File: config.mk
export PLATFORM = sky130hd
export DESIGN_NAME = i2s_rx_ctrl
export DESIGN_NICKNAME = d
export VERILOG_FILES = /design/src/rtl/i2s_rx_ctrl_pkg.sv /design/src/rtl/i2s_frame_fifo.sv /design/src/rtl/i2s_rx_ctrl.sv
export SDC_FILE = /design/constraint.sdc
export NUM_CORES = 1
export LEC_CHECK = 0
export BUFFER_PORTS_ARGS = -buffer_cell sky130_fd_sc_hd__buf_2
export CORE_MARGIN = 2
export CORE_UTILIZATION = 40
export DETAILED_ROUTE_END_ITERATION = 8
export GPL_TIMING_DRIVEN = 0
export PLACE_DENSITY = 0.58
export SETUP_SLACK_MARGIN = 0.3
export SLEW_MARGIN = 10
export SYNTH_ARGS = -nofsm -noshare
export SYNTH_HDL_FRONTEND = slang
export SYNTH_SLANG_ARGS = --single-unit
File: constraint.sdc
create_clock -name clk_i -period 5.5 [get_ports clk_i]
set_input_delay 0.275 -clock clk_i [delete_from_list [all_inputs] [get_ports clk_i]]
set_output_delay 0.275 -clock clk_i [all_outputs]
set_load 0.01 [all_outputs]
File: src/rtl/i2s_rx_ctrl_pkg.sv
// Shared I2S receive-side types: controller states and the stereo frame layout.
package i2s_pkg;

  localparam int I2S_DEFAULT_WORD_LEN = 24;

  typedef enum logic [1:0] {
    IDLE   = 2'd0,
    WARMUP = 2'd1,
    RUN    = 2'd2,
    DRAIN  = 2'd3
  } rx_ctrl_state_e;

  // Default-width frame; modules with a different word length declare
  // the same layout locally from their WORD_LEN parameter.
  typedef struct packed {
    logic [I2S_DEFAULT_WORD_LEN-1:0] left;
    logic [I2S_DEFAULT_WORD_LEN-1:0] right;
  } stereo_frame_t;

endpackage

File: src/rtl/i2s_frame_fifo.sv
// Synchronous frame FIFO; a push into a full FIFO lands only if the same
// cycle pops. Head output reads 0 while empty.
module i2s_frame_fifo #(
  parameter int WIDTH = 48,
  parameter int DEPTH = 4
) (
  input  logic             clk_i,
  input  logic             rst_i,
  input  logic             push_i,
  input  logic [WIDTH-1:0] data_i,
  input  logic             pop_i,
  output logic             full_o,
  output logic             empty_o,
  output logic [WIDTH-1:0] head_o
);

  localparam int AW = $clog2(DEPTH);

  logic [AW:0]      wr_ptr;
  logic [AW:0]      rd_ptr;
  logic [WIDTH-1:0] mem [DEPTH];
  logic             do_pop;
  logic             do_push;

  // Extra pointer bit separates full from empty when the indices match.
  assign empty_o = (wr_ptr == rd_ptr);
  assign full_o  = (wr_ptr[AW] != rd_ptr[AW]) && (wr_ptr[AW-1:0] == rd_ptr[AW-1:0]);
  assign do_pop  = pop_i & ~empty_o;
  assign do_push = push_i & (~full_o | do_pop);
  assign head_o  = empty_o ? '0 : mem[rd_ptr[AW-1:0]];

  always_ff @(posedge clk_i or posedge rst_i) begin
    if (rst_i) begin
      wr_ptr <= '0;
      rd_ptr <= '0;
    end else begin
      if (do_push) wr_ptr <= wr_ptr + 1'b1;
      if (do_pop)  rd_ptr <= rd_ptr + 1'b1;
    end
  end

  always_ff @(posedge clk_i) begin
    if (do_push) mem[wr_ptr[AW-1:0]] <= data_i;
  end

endmodule

File: src/rtl/i2s_rx_ctrl.sv
// Sequences an i2s_receiver: gates its enable, drops warm-up frames, pairs
// left/right words into stereo frames and queues them for a valid/ready consumer.
module i2s_rx_ctrl
  import i2s_pkg::*;
#(
  parameter int WORD_LEN      = I2S_DEFAULT_WORD_LEN,
  parameter int FIFO_DEPTH    = 4,
  parameter int WARMUP_FRAMES = 2
) (
  input  logic                clk_i,
  input  logic                rst_i,
  input  logic                start_i,
  input  logic                stop_i,
  input  logic                lrclk_i,
  input  logic                new_sample_i,
  input  logic [WORD_LEN-1:0] sample_i,
  output logic                rx_enable_o,
  output logic                busy_o,
  output logic                frame_valid_o,
  input  logic                frame_ready_i,
  output logic [WORD_LEN-1:0] left_o,
  output logic [WORD_LEN-1:0] right_o,
  output logic                overflow_o,
  output logic                sync_err_o,
  input  logic                clr_err_i
);

  // Handshake: a frame transfers on any cycle where frame_valid_o and
  // frame_ready_i are both high; head data holds steady while valid && !ready.

  typedef struct packed {
    logic [WORD_LEN-1:0] left;
    logic [WORD_LEN-1:0] right;
  } frame_t;

  localparam int CW = (WARMUP_FRAMES > 0) ? $clog2(WARMUP_FRAMES + 1) : 1;

  rx_ctrl_state_e      state, state_nx;
  logic [WORD_LEN-1:0] hold;
  logic                hold_valid, hold_valid_nx;
  logic [CW-1:0]       warm_cnt, warm_cnt_nx;
  logic                is_left, is_right, pair_done, start_go;
  logic                push, fifo_full, fifo_empty;
  logic                sync_set, ovf_set;
  frame_t              push_frame, head_frame;

  always_comb begin
    is_left       = 1'b0;
    is_right      = 1'b0;
    pair_done     = 1'b0;
    hold_valid_nx = hold_valid;
    if (state != IDLE && new_sample_i) begin
      is_left  = lrclk_i;
      is_right = ~lrclk_i;
    end
    pair_done = is_right & hold_valid;
    if (is_left)        hold_valid_nx = 1'b1;
    else if (pair_done) hold_valid_nx = 1'b0;
  end

  always_comb begin
    state_nx    = state;
    warm_cnt_nx = warm_cnt;
    push        = 1'b0;
    start_go    = 1'b0;
    case (state)
      IDLE: begin
        if (start_i && !stop_i) begin
          start_go = 1'b1;
          state_nx = (WARMUP_FRAMES > 0) ? WARMUP : RUN;
        end
      end
      WARMUP: begin
        if (stop_i) begin
          state_nx = IDLE;
        end else if (pair_done) begin
          warm_cnt_nx = warm_cnt + CW'(1);
          if (warm_cnt_nx == CW'(WARMUP_FRAMES)) state_nx = RUN;
        end
      end
      RUN: begin
        push = pair_done;
        // A left word still waiting for its right keeps us alive to finish the frame.
        if (stop_i) state_nx = hold_valid_nx ? DRAIN : IDLE;
      end
      DRAIN: begin
        if (pair_done) begin
          push     = 1'b1;
          state_nx = IDLE;
        end
      end
      default: state_nx = IDLE;
    endcase
    if (start_go) warm_cnt_nx = '0;
  end

  always_ff @(posedge clk_i or posedge rst_i) begin
    if (rst_i) begin
      state       <= IDLE;
      rx_enable_o <= 1'b0;
      hold        <= '0;
      hold_valid  <= 1'b0;
      warm_cnt    <= '0;
    end else begin
      state       <= state_nx;
      rx_enable_o <= (state_nx != IDLE);
      warm_cnt    <= warm_cnt_nx;
      hold_valid  <= start_go ? 1'b0 : hold_valid_nx;
      if (is_left) hold <= sample_i;
    end
  end

  assign sync_set = is_left & hold_valid;
  assign ovf_set  = push & fifo_full & ~frame_ready_i;

  // Set beats clear so an error in the clearing cycle is not lost.
  always_ff @(posedge clk_i or posedge rst_i) begin
    if (rst_i) begin
      sync_err_o <= 1'b0;
      overflow_o <= 1'b0;
    end else begin
      sync_err_o <= sync_set | (sync_err_o & ~clr_err_i);
      overflow_o <= ovf_set | (overflow_o & ~clr_err_i);
    end
  end

  assign push_frame.left  = hold;
  assign push_frame.right = sample_i;

  i2s_frame_fifo #(
    .WIDTH($bits(frame_t)),
    .DEPTH(FIFO_DEPTH)
  ) u_fifo (
    .clk_i  (clk_i),
    .rst_i  (rst_i),
    .push_i (push),
    .data_i (push_frame),
    .pop_i  (frame_ready_i),
    .full_o (fifo_full),
    .empty_o(fifo_empty),
    .head_o (head_frame)
  );

  assign busy_o        = (state != IDLE);
  assign frame_valid_o = ~fifo_empty;
  assign left_o        = head_frame.left;
  assign right_o       = head_frame.right;

endmodule

==> run summary <==
Total gr overflow: 0
Crit path buf inv count: 3
Crit. Startpoint: u_fifo.rd_ptr[1]
Startpoint types: flip-flop
FF-to-FF Start: state[1]
Vias post-DR: 4,421
Clock-pin slew on the worst setup and hold paths: 0.06 ns
R2R cell count: 4
Die Ht: 156.0 um
Post-Layout Cell Count: 866
Status: finished clean
Hold Crit Depth: 1
Placed cell areas: 10,110 um2
Int Pwr: 3.911 mW
Switch Pwr: 1.631 mW
Final Cycle Share: 48.35%
Pwr dens: 509.4 nW/um2
Final ANT Viol Nets: 0
Post-synth top cells: edfxtp_1, mux4_2, dfrtp_1, nor2b_1, mux2_4
Worst hold slack: 0.01642 ns
Die Width: 156.0 um
Logic pwr share: 32.1%
Longest Clk Path Bufs: 3
Vias in the first global route: 4,864
H-tree Lvls: 1
Seq cells post-synth: 230
Detailed Place HPWL: 10.70 mm
RSZ-0062 raised after global routing: no
Worst-Margin Slew: 0.8282 ns
Initial core utilization: 40.81%
Clk sinks: 230
Nets: 603
Critical Path Stages: 6
Max Clock Freq: 376.1 MHz
Final non-filler cell area: 10,880 um2
Sequence of cells on the critical path: buf_2, xor2_1, nor3_2, clkbuf_1, nor2b_1, buf_2
Ys Warns: 0
Cell taking the most area after synthesis: edfxtp_1
Post-Route WL: 17.60 mm
Fillcell total: 1,870
Port Buffers: 84
Synth Flop Type: edfxtp_1
Proportion of layout cells with a drive suffix above 1: 39.93%
Leakage power: 3.975 nW
Final setup fails: 0
Core Util, Final: 48.05%
Placed Cells incl. Taps: 820
1st-pass router iterations: 4
Routed length per instance: 20.32 um
Pre-CTS setup slack: 3.057 ns
Mapped cell area: 9240 um2
Root Buffer: clkbuf_16
Slowest-stage cell, CP: clkbuf_1
Synth area leaders: edfxtp_1, mux4_2, dfrtp_1, mux2_4, nor2b_1
Power share of the sequential group: 40.9%
Maximum fanout along the worst path: 10
Register area share after synthesis: 72.69%
RePlAce Congestion: 0.7365
Clock skew: 0.01048 ns
FP Rows: 55
Final WS setup: 2.841 ns
Share of Yosys cell area claimed by the top area cell type: 62.40%
Syn Area/Cell: 20.81 um2
Net count after synthesis: 482
DRC viols: 0
Worst setup path category: reg -> out
Critical Path AT: 2.38 ns
Hold_sp: sample_i[8]
Post-synthesis instance total: 444
Post-CTS resize count: 0
CP max stage delay: 0.47 ns
CP required: 5.22 ns
Hold WC Path Type: in -> reg
Core Region: 22,640 um2
Diode count: 0
Peak supply drop: 228.0 uV
Switching share of power: 29.43%
Most frequent cell after synthesis: edfxtp_1
Hold Vio Cnt, Final: 0
Crit. End Element: output port
Gr usage total: 14.96%
DIE AREA: 24,330 um2
Worst path top cell family by delay: buffers and inverters
Pwr Total: 5.541 mW
Rel. slew slack: 44.79%
Global-route wire length before repair: 27.59 mm
Fin Setup TNS: 0 ns
Area delta synth->final: 17.74%
Clock Latency Late Sink: 0.50 ns
Vias per std cell: 5.105
Final Max Slew Viols: 0
Max-cap violations: 0
Asr flop ratio synth: 16.52%
Netlist cell types: 48
Initial antenna violation count: 1
Largest net degree at the start of global routing: 49
I/O pin count: 85
Clk pwr share: 27.0%
CTS buffer count: 23
Min cycle time layout: 2.659 ns
Most frequent CP cell: buf_2
Initial drt markers: 265
Post-synth EDFFs: 192
TritonCTS clock tree: yes
[flip-flops by register name (all words and copies together) (netlist names)]
signal         count
hold_valid         1
rx_enable_o        1
u_fifo.mem       192
hold              24
u_fifo.rd_ptr      3
overflow_o         1
state              2
warm_cnt           2
sync_err_o         1
u_fifo.wr_ptr      3
[metal layers]
metal | vias up | global-route usage [%] | wire length [um]
met3 | 20 | 3.000 | 750
li1 | 1994 | - | -
met1 | 2324 | 19.25 | 7558
met5 | - | 0 | 13
met2 | 81 | 26.19 | 9054
met4 | 2 | 3.670 | 221
[path summary, 6_finish.rpt]
kind | slack (ns) | end
min | 0.02 | u_fifo.mem[3][8]
max in group asynchronous | 4.60 | hold[8]
max | 2.84 | left_o[12]
max reg2reg | 3.10 | u_fifo.mem[2][32]
min in group asynchronous | 0.40 | hold[17]
min reg2reg | 0.50 | sync_err_o
[power by group through the flow]
| stage | clock [mW] | sequential (mW) | combinational (mW) |
|---|---|---|---|
| after floorplan | 0 | 2.25 | 1.26 |
| after global placement | 0 | 2.28 | 1.79 |
| after detailed placement | 0 | 2.30 | 1.82 |
| after CTS | 1.53 | 2.26 | 1.83 |
| after global routing | 1.60 | 2.29 | 1.95 |
| final | 1.50 | 2.26 | 1.78 |
[cell type report]
cell class / instances / area (um2) / area share (%)
clock inverters: 10 / 97.59 / 0.8971
plain buffers: 21 / 166.4 / 1.530
multi-input cells: 183 / 2332 / 21.44
repair buffers: 96 / 546.8 / 5.026
clock buffers: 31 / 625.6 / 5.750
well taps: 285 / 356.6 / 3.278
flip-flops and latches: 230 / 6716 / 61.74
inverters: 10 / 37.54 / 0.3450
[layout by cell type (no fill, tap or decap), types with 7 or more instances in the layout]
cell / Yosys / final
clkbuf_16: 0 / 23
buf_2: 8 / 92
clkbuf_1: 3 / 9
mux2_4: 19 / 19
inv_1: 10 / 9
nor2b_4: 10 / 10
dfrtp_1: 38 / 38
mux2_2: 7 / 7
mux4_2: 46 / 46
edfxtp_1: 192 / 192
nor2b_1: 38 / 38
buf_4: 4 / 9
[kinds of logic after synthesis]
kind of cell               share of synthesized area, %
adders and majority gates                        0.8124
xor gates and xnor gates                         0.8396
AOI/OAI and AO/OA                                 1.585
muxes                                             15.94
DFF                                               72.69
and+or+nand+nor                                   5.931
buffers and inverters                             2.207
[repair_timing]
action	in CTS	in global routing
hold endpoints to repair	31	1
buffers inserted	0	0
hold buffers	4	1
setup endpoints to repair	0	0
No activity file was read; power rests on OpenSTA's default activity.
